[src/rtl/write_to_imem.sv]
`default_nettype none
// ============================================================================
// write_to_imem: 32x32 instruction store filled by a byte-serial loader,
// read through a combinational fetch port. Rev 1.0
// ============================================================================
module write_to_imem #(
  parameter int DEPTH  = 32,
  parameter int ADDR_W = 5
) (
  input  logic              clk,
  input  logic              rst_n,
  input  logic              load_start,
  input  logic              load_end,
  input  logic              byte_valid,
  input  logic [7:0]        byte_data,
  output logic              byte_ready,
  output logic              busy,
  output logic              load_done,
  output logic [ADDR_W:0]   load_count,
  input  logic [63:0]       rd_addr,
  output logic [31:0]       rd_data
);

  localparam logic [1:0] S_IDLE = 2'd0;
  localparam logic [1:0] S_LOAD = 2'd1;
  localparam logic [1:0] S_DONE = 2'd2;

  localparam logic [ADDR_W-1:0] LAST_PTR = ADDR_W'(DEPTH - 1);

  logic [1:0]        state_q, state_d;
  logic [ADDR_W-1:0] ptr_q, ptr_d;
  logic [1:0]        lane_q, lane_d;
  logic [23:0]       asm_q, asm_d;
  logic [ADDR_W:0]   count_q, count_d;
  logic [31:0]       mem_q [DEPTH];
  logic [31:0]       mem_d [DEPTH];

  logic        accept;
  logic        wr_en;
  logic [31:0] wr_word;

  assign byte_ready = (state_q == S_LOAD);
  assign busy       = (state_q == S_LOAD);
  assign load_done  = (state_q == S_DONE);
  assign load_count = count_q;
  assign accept     = byte_ready & byte_valid;
  assign wr_word    = {byte_data, asm_q};

  always_comb begin
    state_d = state_q;
    ptr_d   = ptr_q;
    lane_d  = lane_q;
    asm_d   = asm_q;
    count_d = count_q;
    wr_en   = 1'b0;
    case (state_q)
      S_IDLE, S_DONE: begin
        if (load_start) begin
          state_d = S_LOAD;
          ptr_d   = '0;
          lane_d  = '0;
          count_d = '0;
        end
      end
      S_LOAD: begin
        if (accept) begin
          if (lane_q == 2'd3) begin
            wr_en   = 1'b1;
            ptr_d   = ptr_q + 1'b1;
            count_d = count_q + 1'b1;
            lane_d  = '0;
            if (ptr_q == LAST_PTR) state_d = S_DONE;
          end else begin
            case (lane_q)
              2'd0:    asm_d[7:0]   = byte_data;
              2'd1:    asm_d[15:8]  = byte_data;
              default: asm_d[23:16] = byte_data;
            endcase
            lane_d = lane_q + 1'b1;
          end
        end
        // An early end drops any partially assembled word.
        if (load_end) begin
          state_d = S_DONE;
          lane_d  = '0;
        end
      end
      default: state_d = S_IDLE;
    endcase
  end

  always_ff @(posedge clk or negedge rst_n) begin
    if (!rst_n) begin
      state_q <= S_IDLE;
      ptr_q   <= '0;
      lane_q  <= '0;
      asm_q   <= '0;
      count_q <= '0;
    end else begin
      state_q <= state_d;
      ptr_q   <= ptr_d;
      lane_q  <= lane_d;
      asm_q   <= asm_d;
      count_q <= count_d;
    end
  end

  for (genvar i = 0; i < DEPTH; i++) begin : g_mem
    assign mem_d[i] = (wr_en && (ptr_q == ADDR_W'(i))) ? wr_word : mem_q[i];

    always_ff @(posedge clk or negedge rst_n) begin
      if (!rst_n) mem_q[i] <= '0;
      else        mem_q[i] <= mem_d[i];
    end
  end

  // Any address bit above the word index marks the fetch as out of range.
  assign rd_data = (|rd_addr[63:ADDR_W]) ? 32'hFFFF_FFFF : mem_q[rd_addr[ADDR_W-1:0]];

endmodule
`default_nettype wire
[config.mk]
export PLATFORM = sky130hd
export DESIGN_NAME = write_to_imem
export DESIGN_NICKNAME = d
export VERILOG_FILES = /design/src/rtl/write_to_imem.sv
export SDC_FILE = /design/constraint.sdc
export NUM_CORES = 1
export LEC_CHECK = 0
export ABC_AREA = 1
export CAP_MARGIN = 5
export CORE_MARGIN = 3
export CORE_UTILIZATION = 45
export CTS_BUF_LIST = sky130_fd_sc_hd__clkbuf_4 sky130_fd_sc_hd__clkbuf_8 sky130_fd_sc_hd__clkbuf_16
export DETAILED_ROUTE_END_ITERATION = 6
export PLACE_DENSITY = 0.72
export SETUP_SLACK_MARGIN = 0.05
export SYNTH_ARGS = -nofsm -noshare
export SYNTH_HDL_FRONTEND = slang
export SYNTH_SLANG_ARGS = --single-unit
[constraint.sdc]
create_clock -name clk -period 2.54 [get_ports clk]
set_input_delay 0.508 -clock clk [delete_from_list [all_inputs] [get_ports clk]]
set_output_delay 0.508 -clock clk [all_outputs]
set_load 0.02 [all_outputs]
==> impl_metrics.tcl <==
set metrics [dict create \
    drt_first_iter_violations 5282 \
    core_mm2 0.111 \
    seq_area_frac_synth 0.526 \
    ioPinCount 118 \
    cts_tree "built" \
    wl_per_cell_um 19.7 \
    gp_congestion 0.851 \
    numCtsBuffers 108 \
    outcome "complete, no violations" \
    ys_types 28 \
    setup.worst_path.class "input port to primary output" \
    synth_area_per_cell_um2 7.53 \
    area_delta_synth_final_pct 19.4 \
    fin_crit_sh 0.991 \
    wl_um 165000 \
    cts_htree_levels 3 \
    antenna_left 0 \
    rows 122 \
    layout_common_cells "nand2_1 (2,545), dfrtp_1 (1,063), nand3_1 (636), o21ai_0 (617), inv_1 (568)" \
    slew_viol_final 0 \
    dieArea_mm2 0.116 \
    fmax_mhz 397 \
    setup_viol 0 \
    ys_ff_latch 1063 \
    start_util 0.455 \
    yosys.area_share.adder 0.00272 \
    worstPathArrival_ns 2.01 \
    cts.clk_slew.worst_paths_ns 0.06 \
    r2r_slack_ns 0.47 \
    tightest_slew_ns 1.07 \
    fin_skew_ns 0.0302 \
    root_buffer "clkbuf_16" \
    relSlewSlack 0.284 \
    clock_latency_ns 0.69 \
    crit_path_end_kind "primary output" \
    fin_crit_ns 2.52 \
    vias 45600 \
    rsz0062_at_grt "true" \
    dp_hpwl_um 96700 \
    synth_compound_area_frac 0.109 \
    reg2regPathDepth 7 \
    fin_nets 6872 \
    port_buffers 117 \
    layout_commonest_cell "nand2_1" \
    remaining_drc_errors 0 \
    dr.pass1.iters 6 \
    antenna_found_initial 2 \
    place_ws_ns -0.536 \
    hold_ws_ns 0.368 \
    synthMuxAreaShare 0 \
    drive_gt1_frac 0.118 \
    path_max_fanout 34 \
    synth_xor_xnor_area_share 0.000173 \
    dp.cells 8116 \
    synth_top_family_by_area "simple AND/OR/NAND/NOR gates" \
    yosys_warnings 0 \
    crit_path_start_kind "input port" \
    grt_usage 0.278 \
    peakVddDrop_mv 0.514 \
    clock_path_buffers 3 \
    grt_pass1_vias 43700 \
    fillers 10100 \
    die_height_um 341 \
    grt_pass1_wl_um 255000 \
    p_leak_nw 28.9 \
    worstPathRequired_ns 2.03 \
    critPathCapture "rd_data[30]" \
    synthCells 6712 \
    vias_per_cell 5.46 \
    r2r_start "ptr_q[0]$_DFFE_PN0P_" \
    hold_violations 0 \
    critPathLaunch "rd_addr[0]" \
    power_density_mw_per_mm2 642 \
    synth_simple_gate_area_frac 0.278 \
    die_w_um 341 \
    drv_cap 0 \
    grt_max_degree 107 \
    layout_setup_ws_ns 0.0218 \
    grt_overflow_total 0 \
    synth_fp_nets 6800 \
    synth_area_mm2 0.0506 \
    r2r-end "mem_q[25]$_DFFE_PN0P_" \
    hp-class "input port to asynchronous set/reset pin" \
    cts_sinks 1063 \
    finalNonFillerCells 8358 \
]
==> repair_timing <==
item | 4_1_cts | 5_1_grt
gates cloned | 4 | 10
hold buffers | 1 | 0
pin swaps | 44 | 59
setup buffers | 15 | 16
endpoints found under the hold margin | 16 | 0
resized for setup | 336 | 198
endpoints found under the setup margin | 34 | 31
==> critical path, cell delays in order <==
cell	delay, ns
buf_16	0.15
buf_16	0.19
buf_12	0.22
nand2_1	0.08
nand2_1	0.08
nand2_1	0.05
nand3_1	0.07
nand3_1	0.10
nand2_1	0.08
nand2_1	0.08
nand3_1	0.10
clkdlybuf4s15_2	0.27
==> power breakdown <==
part           internal, mW  total (mW)  switching [mW]
combinational          1.26        5.06            3.80
clock                  9.51        16.4            6.87
sequential             17.2        17.3           0.122
total                  27.9        38.7            10.8
==> worst min path at each step <==
| stage | startpoint | endpoint | slack [ns] | depth (start not counted) |
|---|---|---|---|---|
| 2_1_floorplan | rst_n | asm_q[0]$_DFFE_PN0P_ | 0.21 | 0 |
| 3_3_place_gp | rst_n | mem_q[779]$_DFFE_PN0P_ | 0.46 | 1 |
| 3_5_place_dp | rst_n | mem_q[737]$_DFFE_PN0P_ | 0.47 | 1 |
| 4_1_cts | rst_n | mem_q[779]$_DFFE_PN0P_ | 0.34 | 2 |
| 5_1_grt | rst_n | mem_q[737]$_DFFE_PN0P_ | 0.38 | 2 |
| 6_report | rst_n | mem_q[737]$_DFFE_PN0P_ | 0.37 | 2 |
==> routing by layer <==
| metal | up-vias | track usage | part of all wire |
|---|---|---|---|
| met3 | 379 | 0.0511 | 0.087 |
| li1 | 21300 | - | - |
| met4 | 0 | 0.119 | 0.041 |
| met1 | 22000 | 0.369 | 0.41 |
| met2 | 1956 | 0.449 | 0.47 |
| met5 | - | 0 | 0 |
==> through the flow <==
| step | setup TNS [ns] | util | total power, mW | instance area, um^2 |
|---|---|---|---|---|
| final | 0 | 0.543 | 38.7 | 60400 |
| after global routing | -0.372 | 0.543 | 40.1 | 60400 |
| after CTS | -0.122 | 0.536 | 38.7 | 59600 |
| after detailed placement | -12.39 | 0.500 | 22.4 | 55500 |
| after global placement | -13.92 | 0.500 | 22.3 | 55500 |
| after floorplan | 0 | - | 20.2 | 50600 |
==> area by class of cell <==
cell class,instances,area (um^2),share of cell area
antenna,1,2.50,0.0000414
clock buffer,156,3260,0.0540
clock inverter,39,397,0.00657
inverter,573,2200,0.0364
multi-input combinational,4562,20300,0.336
sequential,1063,26600,0.441
tap,1488,1860,0.0308
timing repair buffer,475,5780,0.0958
timing repair inverter,1,11.3,0.000187
==> flip-flops by register name, summed over array words and instances (netlist names) <==
register    count
state_q         2
ptr_q           5
mem_q        1024
load_count      6
asm_q          24
lane_q          2
==> synth_stat cells <==
| library cell | n | share of area |
|---|---|---|
| o21ai_0 | 627 | 0.062 |
| inv_2 | 3 | 0.00022 |
| o21ai_1 | 458 | 0.045 |
| a21oi_1 | 5 | 0.00049 |
| nor3_1 | 4 | 0.00040 |
| nand2_2 | 1 | 0.00012 |
| buf_4 | 1 | 0.00015 |
| nor2_1 | 126 | 0.0094 |
| a311oi_1 | 1 | 0.00017 |
| nand2_1 | 2611 | 0.19 |
| inv_1 | 570 | 0.042 |
| nand4_1 | 8 | 0.00099 |
| o22ai_1 | 2 | 0.00025 |
| nand3_1 | 678 | 0.067 |
| or2_2 | 1 | 0.00012 |
| buf_6 | 2 | 0.00045 |
| buf_2 | 151 | 0.015 |
| xor2_1 | 1 | 0.00017 |
| nand2_4 | 21 | 0.0047 |
| nand3b_1 | 1 | 0.00015 |
| ha_1 | 11 | 0.0027 |
| dfrtp_1 | 1063 | 0.53 |
| buf_1 | 45 | 0.0033 |
| nor2_4 | 3 | 0.00067 |
| a22o_1 | 1 | 0.00017 |
| clkbuf_1 | 315 | 0.023 |
| o21bai_1 | 1 | 0.00015 |
| and3_1 | 1 | 0.00012 |
==> cells by family (layout without fill, tap and decap cells) <==
kind of cell | Yosys count | in the layout
AOI/OAI and AO/OA | 1095 | 1095
xor gates and xnor gates | 1 | 1
and+or+nand+nor | 3455 | 3455
buffers and inverters | 1087 | 1244
other | 0 | 1
DFF | 1063 | 1063
adders and majority gates | 11 | 11
Power figures use the tool's default switching activity.
